<file path="config.mk">
export PLATFORM = sky130hd
export DESIGN_NAME = updown_counter_flat
export DESIGN_NICKNAME = d
export VERILOG_FILES = /design/src/rtl/updown_counter_if.sv /design/src/rtl/updown_counter.sv /design/src/flat_wrapper.sv
export SDC_FILE = /design/constraint.sdc
export NUM_CORES = 1
export LEC_CHECK = 0
export ABC_AREA = 1
export CORE_AREA = 8 8 45 47
export CTS_CLUSTER_DIAMETER = 40
export DETAILED_ROUTE_END_ITERATION = 10
export DIE_AREA = 0 0 53 55
export GPL_TIMING_DRIVEN = 0
export PLACE_DENSITY_LB_ADDON = 0.2
export SLEW_MARGIN = 20
export SYNTH_ARGS = -nofsm -noshare
export SYNTH_HDL_FRONTEND = slang
export SYNTH_SLANG_ARGS = --single-unit
</file>
<file path="constraint.sdc">
create_clock -name clk -period 1.25 [get_ports clk]
set_input_delay 0.125 -clock clk [delete_from_list [all_inputs] [get_ports clk]]
set_output_delay 0.125 -clock clk [all_outputs]
set_load 0.01 [all_outputs]
</file>
<file path="src/rtl/updown_counter_if.sv">
// Bus interface for updown_counter: count requests in, count/status out.
// The counter drives its outputs through the slave modport.
interface updown_counter_if #(
    parameter int WIDTH = 4
);
    logic             up;
    logic             down;
    logic             load;
    logic [WIDTH-1:0] load_val;
    logic [WIDTH-1:0] cnt;
    logic [WIDTH-1:0] inverted_cnt;
    logic             at_max;
    logic             at_min;
    logic             wrapped;

    modport master (
        output up,
        output down,
        output load,
        output load_val,
        input  cnt,
        input  inverted_cnt,
        input  at_max,
        input  at_min,
        input  wrapped
    );

    modport slave (
        input  up,
        input  down,
        input  load,
        input  load_val,
        output cnt,
        output inverted_cnt,
        output at_max,
        output at_min,
        output wrapped
    );
endinterface

</file>
<file path="src/rtl/updown_counter.sv">
// Up/down binary counter with bitwise-inverted mirror and limit decodes.
// Define UPDOWN_COUNTER_SATURATE_EN to saturate at the limits instead of wrapping.
module updown_counter #(
    parameter int               WIDTH   = 4,
    parameter logic [WIDTH-1:0] RST_VAL = {WIDTH{1'b0}}
) (
    input  logic              clk,
    input  logic              reset,
    updown_counter_if.slave   bus
);

    localparam logic [WIDTH-1:0] CNT_MAX = {WIDTH{1'b1}};
    localparam logic [WIDTH-1:0] CNT_MIN = {WIDTH{1'b0}};
    localparam logic [WIDTH-1:0] CNT_ONE = {{(WIDTH-1){1'b0}}, 1'b1};

    logic [WIDTH-1:0] r_cnt;
    logic             r_wrapped;
    logic [WIDTH-1:0] w_cnt_nxt;
    logic             w_wrapped_nxt;

    // Next-state selection: load beats a single-direction request, anything else holds.
    always_comb begin
        w_cnt_nxt     = r_cnt;
        w_wrapped_nxt = 1'b0;
        if (bus.load) begin
            w_cnt_nxt     = bus.load_val;
            w_wrapped_nxt = 1'b0;
        end else begin
            case ({bus.up, bus.down})
                2'b10: begin
                    if (r_cnt == CNT_MAX) begin
`ifdef UPDOWN_COUNTER_SATURATE_EN
                        w_cnt_nxt = CNT_MAX;
`else
                        w_cnt_nxt = CNT_MIN;
`endif
                        w_wrapped_nxt = 1'b1;
                    end else begin
                        w_cnt_nxt     = r_cnt + CNT_ONE;
                        w_wrapped_nxt = 1'b0;
                    end
                end
                2'b01: begin
                    if (r_cnt == CNT_MIN) begin
`ifdef UPDOWN_COUNTER_SATURATE_EN
                        w_cnt_nxt = CNT_MIN;
`else
                        w_cnt_nxt = CNT_MAX;
`endif
                        w_wrapped_nxt = 1'b1;
                    end else begin
                        w_cnt_nxt     = r_cnt - CNT_ONE;
                        w_wrapped_nxt = 1'b0;
                    end
                end
                default: begin
                    w_cnt_nxt     = r_cnt;
                    w_wrapped_nxt = 1'b0;
                end
            endcase
        end
    end

    // Count and wrap-pulse registers with asynchronous active-low reset.
    always_ff @(posedge clk or negedge reset) begin
        if (!reset) begin
            r_cnt     <= RST_VAL;
            r_wrapped <= 1'b0;
        end else begin
            r_cnt     <= w_cnt_nxt;
            r_wrapped <= w_wrapped_nxt;
        end
    end

    assign bus.cnt          = r_cnt;
    assign bus.inverted_cnt = ~r_cnt;
    assign bus.at_max       = (r_cnt == CNT_MAX);
    assign bus.at_min       = (r_cnt == CNT_MIN);
    assign bus.wrapped      = r_wrapped;

endmodule

</file>
<file path="src/flat_wrapper.sv">
// flat-port wrapper written by rule: the top's interface ports become plain ports
module updown_counter_flat 
#(
    parameter int               WIDTH   = 4,
    parameter logic [WIDTH-1:0] RST_VAL = {WIDTH{1'b0}}
)
  (clk, reset, bus_up, bus_down, bus_load, bus_load_val, bus_cnt, bus_inverted_cnt, bus_at_max, bus_at_min, bus_wrapped);
  updown_counter_if #(.WIDTH(WIDTH)) bus_i ();
  input  logic clk;
  input  logic reset;
  input wire logic [$bits(bus_i.up)-1:0] bus_up;
  input wire logic [$bits(bus_i.down)-1:0] bus_down;
  input wire logic [$bits(bus_i.load)-1:0] bus_load;
  input wire logic [$bits(bus_i.load_val)-1:0] bus_load_val;
  output wire logic [$bits(bus_i.cnt)-1:0] bus_cnt;
  output wire logic [$bits(bus_i.inverted_cnt)-1:0] bus_inverted_cnt;
  output wire logic [$bits(bus_i.at_max)-1:0] bus_at_max;
  output wire logic [$bits(bus_i.at_min)-1:0] bus_at_min;
  output wire logic [$bits(bus_i.wrapped)-1:0] bus_wrapped;
  assign bus_i.up = bus_up;
  assign bus_i.down = bus_down;
  assign bus_i.load = bus_load;
  assign bus_i.load_val = bus_load_val;
  assign bus_cnt = bus_i.cnt;
  assign bus_inverted_cnt = bus_i.inverted_cnt;
  assign bus_at_max = bus_i.at_max;
  assign bus_at_min = bus_i.at_min;
  assign bus_wrapped = bus_i.wrapped;
  updown_counter #(.WIDTH(WIDTH), .RST_VAL(RST_VAL)) u_core (.clk(clk), .reset(reset), .bus(bus_i));
endmodule
</file>
# Yosys cells after proc, flatten, opt, wreduce, memory -nomap -nowiden
# Index checks and enable logic that the tools add are counted.
[classes]
eq_ne = 3
shifts = 0
bitwise = 1
mul = 0
div_mod_pow = 0
muxes = 8
n_reduce_logical = 2
add_sub_neg = 2
n_lt_le_gt_ge = 0
[op_table]
columns = ["cell", "n"]
rows = [
  ["2-to-1 mux 4 bit", 3],
  ["case mux 4 bit (2 select lines)", 1],
  ["adder 4 x 1 -> 4 bit, second input constant", 1],
  ["equality test 4 bit, second input constant", 1],
  ["zero test 4 bit", 1],
  ["inverter 4 bit", 1],
  ["subtractor 4 x 1 -> 4 bit, second input constant", 1],
  ["2-to-1 mux 1 bit", 3],
  ["nonzero test 3 bit", 1],
  ["equality test 2 x 1 -> 1 bit, second input constant", 1],
  ["equality test 2 bit, second input constant", 1],
  ["case mux 1 bit (2 select lines)", 1],
]
[totals]
mem_bits_ro = 0
mem_count = 0
output_inout_bits = 11
reg_bits = 5
mem_bits_rw = 0
latchBits = 0
wordCells = 18

# Logic depth before layout (Yosys ltp)
[logic_depth]
depth_word = 4
depth_mapped = 10
ltp_nobuf = 9

# Worst setup path before layout
# Ideal clock, no wire load.
[synth_timing]
kind = "reg-to-reg"
start = "reg u_core.r_cnt[0], in the netlist u_core.bus.cnt[0]"
end = "reg u_core.r_wrapped, in the netlist u_core.bus.wrapped"
n_path_buf = 0
required_ns = 1.163
setup_time_ns = 0.087
path_stages_with_launch = 7
t_arrival_ns = 1.291
path_slack_ns = -0.127
cell_sequence = "dfrtp_1 -> inv_1 -> ha_1 -> nand2_1 -> nor2_2 -> nand2_2 -> a211oi_2"
[synth_between]
elab_chain_len = 4
[synth_lines]
columns = ["element", "line_no", "text"]
rows = [
  ["start, declared", "updown_counter.sv:16", "logic [WIDTH-1:0] r_cnt;"],
  ["start signal, assigned", "updown_counter.sv:70", "r_cnt <= w_cnt_nxt;"],
  ["zero test 4 bit", "-", ""],
  ["via bus_at_min", "flat_wrapper.sv:18", "output wire logic [$bits(bus_i.at_min)-1:0] bus_at_min;"],
  ["2-to-1 mux 1 bit", "updown_counter.sv:44", "if (r_cnt == CNT_MIN) begin"],
  ["case mux 1 bit (2 select lines)", "updown_counter.sv:29", "case ({bus.up, bus.down})"],
  ["2-to-1 mux 1 bit", "updown_counter.sv:25", "if (bus.load) begin"],
  ["via u_core.w_wrapped_nxt", "updown_counter.sv:19", "logic w_wrapped_nxt;"],
  ["end signal, assigned", "updown_counter.sv:71", "r_wrapped <= w_wrapped_nxt;"],
  ["end, declared", "updown_counter.sv:17", "logic r_wrapped;"],
]
# The timed path passes the listed nets, and every way through them passes these cells.
# A chain may end at the register's enable or synchronous reset.

# Worst setup path after layout
[layout_timing]
start = "reg u_core.r_cnt[0], in the netlist u_core.bus.cnt[0]"
end = "out bus_at_min"
[layout_between]
elab_chain_len = 1
[layout_lines]
columns = ["element", "line_no", "text"]
rows = [
  ["zero test 4 bit", "updown_counter.sv:78", "assign bus.at_min = (r_cnt == CNT_MIN);"],
  ["end, declared", "flat_wrapper.sv:18", ""],
]
# Every way passes these cells.

==> summary.md <==
| Metric | Value |
|---|---|
| Outcome | complete, but fails checks |
| Failing checks | negative setup slack |
| Synth Area in Simple Gates | 0.320 |
| Area delta synth->final | 81.6% |
| Fin nets | 109 |
| Overflow after GRT | 0 |
| Clock-pin slew on the worst setup and hold paths | 50 ps |
| Share of cells above drive strength 1 | 0.474 |
| CP top delay family | flip-flops |
| Post-Syn Area | 462 um2 |
| DR pass1 iterations | 4 |
| Setup TNS | -199 ps |
| Setup ws final | -116 ps |
| Max VDD drop | about 1100 uV |
| R2R Setup Slk | -10 ps |
| R2R depth | 9 |
| Critical Path, Cell by Cell | buf_6 > inv_4 > ha_4 > nand2_4 > nor2_4 > buf_6 |
| Adder-Cell Fraction of Synth Area | 0.108 |
| Hold WS | 95.8 ps |
| Clk Latency, worst-skew pair | about 250 ps |
| Vias in the first global route | about 560 |
| Slowest stage cell, crit path | dfrtp_2 |
| Area contributors post-synth | dfrtp_1, nand2_1, ha_1 |
| Post-synth top area share | 0.271 |
| Clk sinks | 5 |
| Final Slew Violations | 0 |
| Hold_buf cts | 0 |
| Drt wl/cell | 12.8 um |
| RR Startpoint | u_core.bus.cnt[0] |
| Synth area leader | dfrtp_1 |
| Ports | 20 |
| Worst setup SP type | register |
| # setup viols final | 3 |
| Final period util | 1.09 |
| Gate Count Post-Synth | 62 |
| Area of the die | 2920 um2 |
| RD Place Congestion | between 0.7 and 0.8 |
| Initial core utilization | 0.334 |
| Core ar. | around 1400 um2 |
| Residual DRC | 0 |
| Compound-Gate Fraction of Synth Area | 0.146 |
| Slew @ Worst Pin | 318 ps |
| Antenna Violating Nets Remaining | 0 |
| Critical path launch point | u_core.bus.cnt[0] |
| Post-Route Skew | 7.40 ps |
| RSZ-0062 raised after global routing | true |
| Core Rows | 14 |
| 1st-iter DRT viols | 4 |
| YS warnings | 0 |
| Mux cell area share after synthesis | 0 |
| Buf+Inv Stages, Crit Path | 3 |
| Clk buf depth | 2 |
| Fmax | ~730 MHz |
| First-pass GRT wire length | 2370 um |
| Die X | 53 um |
| Power per cell area | 1050 nW/um2 |
| Reg2reg end | u_core.bus.cnt[3] |
| Root Driver | clkbuf_4 |
| CP Capture Point | bus_at_min |
| Seq cells post-synth | 5 |
| Worst path most repeated cell | buf_6 |
| Synth unique cells | 22 |
| Final wirelength | ~1400 um |
| Max_cap viols | 0 |
| Via/cell ratio | just under 5 |
| N_diodes | 0 |
| Tot Pwr | ~880 uW |
| Layout fillers | around 140 |
| Port Buffers | 19 |
| Nature of the critical path endpoint | output port |
| Final Hold Viols | 0 |
| Leak | 0.000408 uW |
| CP Depth | 6 |
| TritonCTS Buffers | 3 |
| Syn_nets | 75 |
| CP arrival | ~1200 ps |
| # placed instances | 97 |
| Gr usage total | 0.111 |
| Type of the worst setup path | reg -> out |
| Slew margin rel. | 0.788 |
| Post-synthesis xor/xnor area fraction | 0.0379 |
| Post-route insts no fill | 111 |
| Largest net degree at the start of global routing | 8 |
| CP peak stage delay | 410 ps |
| Worst hold path class | in -> async |
| DPL Wire Length | 977 um |
| Fin crit period | approximately 1400 ps |
| CTS tree | built |
| Crit path max fanout | 3 |
| Initial antenna violation count | 0 |
| Sequential fraction of the synthesis area | 0.271 |
| DR vias | 540 |
| Synthesized area per cell | 7.45 um2 |
| Die Ht | 55 um |
| Largest family of logic cells by synthesized area | simple AND/OR/NAND/NOR gates |
| CP required | 1120 ps |
| Htree depth | 1 |
==> layout make-up <==
type	instances	area (um2)	area share
well taps	16	20.0	0.0239
inverters	11	51.3	0.0612
multi-input cells	45	342	0.407
repair buffers	29	258	0.307
flip-flops and latches	5	130	0.155
plain buffers	1	11.3	0.0134
clock buffers	4	26.3	0.0313
==> synthesized netlist by cell type <==
| library cell | instances |
|---|---|
| inv_2 | 4 |
| xor2_1 | 2 |
| o211ai_2 | 1 |
| nand3_2 | 1 |
| nand3_1 | 5 |
| dfrtp_1 | 5 |
| o21ai_2 | 1 |
| nor2_1 | 4 |
| a211oi_2 | 1 |
| nor2_2 | 1 |
| o21ai_0 | 2 |
| nand2_1 | 15 |
| o22ai_1 | 1 |
| o21bai_1 | 1 |
| a21oi_1 | 2 |
| nand2_2 | 2 |
| nand4_1 | 1 |
| inv_1 | 6 |
| nor3_4 | 1 |
| ha_1 | 4 |
| buf_6 | 1 |
| clkinv_2 | 1 |
==> repair_timing <==
action / 4_1_cts / 5_1_grt
gates cloned: 0 / 0
setup endpoints to repair: 15 / 8
gates resized for setup: 39 / 11
setup buffers: 10 / 0
endpoints found under the hold margin: 0 / 0
pin swaps: 6 / 9
==> sequential cells by signal, indices dropped and copies added, names as in the netlist <==
signal,count
u_core.bus.cnt,4
u_core.bus.wrapped,1
==> cell usage in the layout (no fill, tap or decap), types with 3 or more instances in the layout <==
cell type,instances
buf_4,9
buf_6,5
clkbuf_4,3
clkdlybuf4s50_1,7
dfrtp_2,4
dlygate4sd2_1,6
ha_4,3
inv_1,3
inv_2,4
inv_4,4
nand2_1,14
nand3_1,4
nor2_1,4
==> cells by family (layout without fill, tap and decap cells) <==
group,count (synthesis),after routing
flip-flops,5,5
buffers and inverters,12,45
adder cells (fa/ha/maj),4,4
AND/OR/NAND/NOR,30,30
AO/OA/AOI/OAI,9,9
XOR/XNOR,2,2
==> routing by layer <==
| layer | up-vias | routed length, um | GRT usage |
|---|---|---|---|
| li1 | 271 | - | - |
| met1 | 246 | 580 | 0.117 |
| met2 | 21 | 737 | 0.195 |
| met3 | 2 | 90 | 0.0401 |
| met4 | 0 | 14 | 0.0517 |
| met5 | - | 0 | 0 |
==> how the worst min path moves through the flow <==
| stage | to | cells past startpoint |
|---|---|---|
| floorplan | u_core.bus.cnt[0] | 0 |
| global placement | u_core.bus.wrapped | 1 |
| detailed placement | u_core.bus.wrapped | 1 |
| CTS | u_core.bus.cnt[1] | 1 |
| global route | u_core.bus.cnt[0] | 1 |
| finish | u_core.bus.cnt[1] | 1 |
==> per-stage QoR <==
step / area, um2 / util / setup WS [ps]
after floorplan: 472 / - / 6.78
after global placement: 682 / 0.493 / -348
after detailed placement: 682 / 0.493 / -367
after CTS: 801 / 0.579 / -141
after global routing: 838 / 0.606 / -167
final: 838 / 0.606 / -116
==> power by group <==
group	switching, uW	internal, uW	leakage, uW
clock	66.2	121	0.0000150
combinational	237	241	0.000336
sequential	26.6	189	0.0000574
Note: power is estimated with default switching activity, not from simulation.
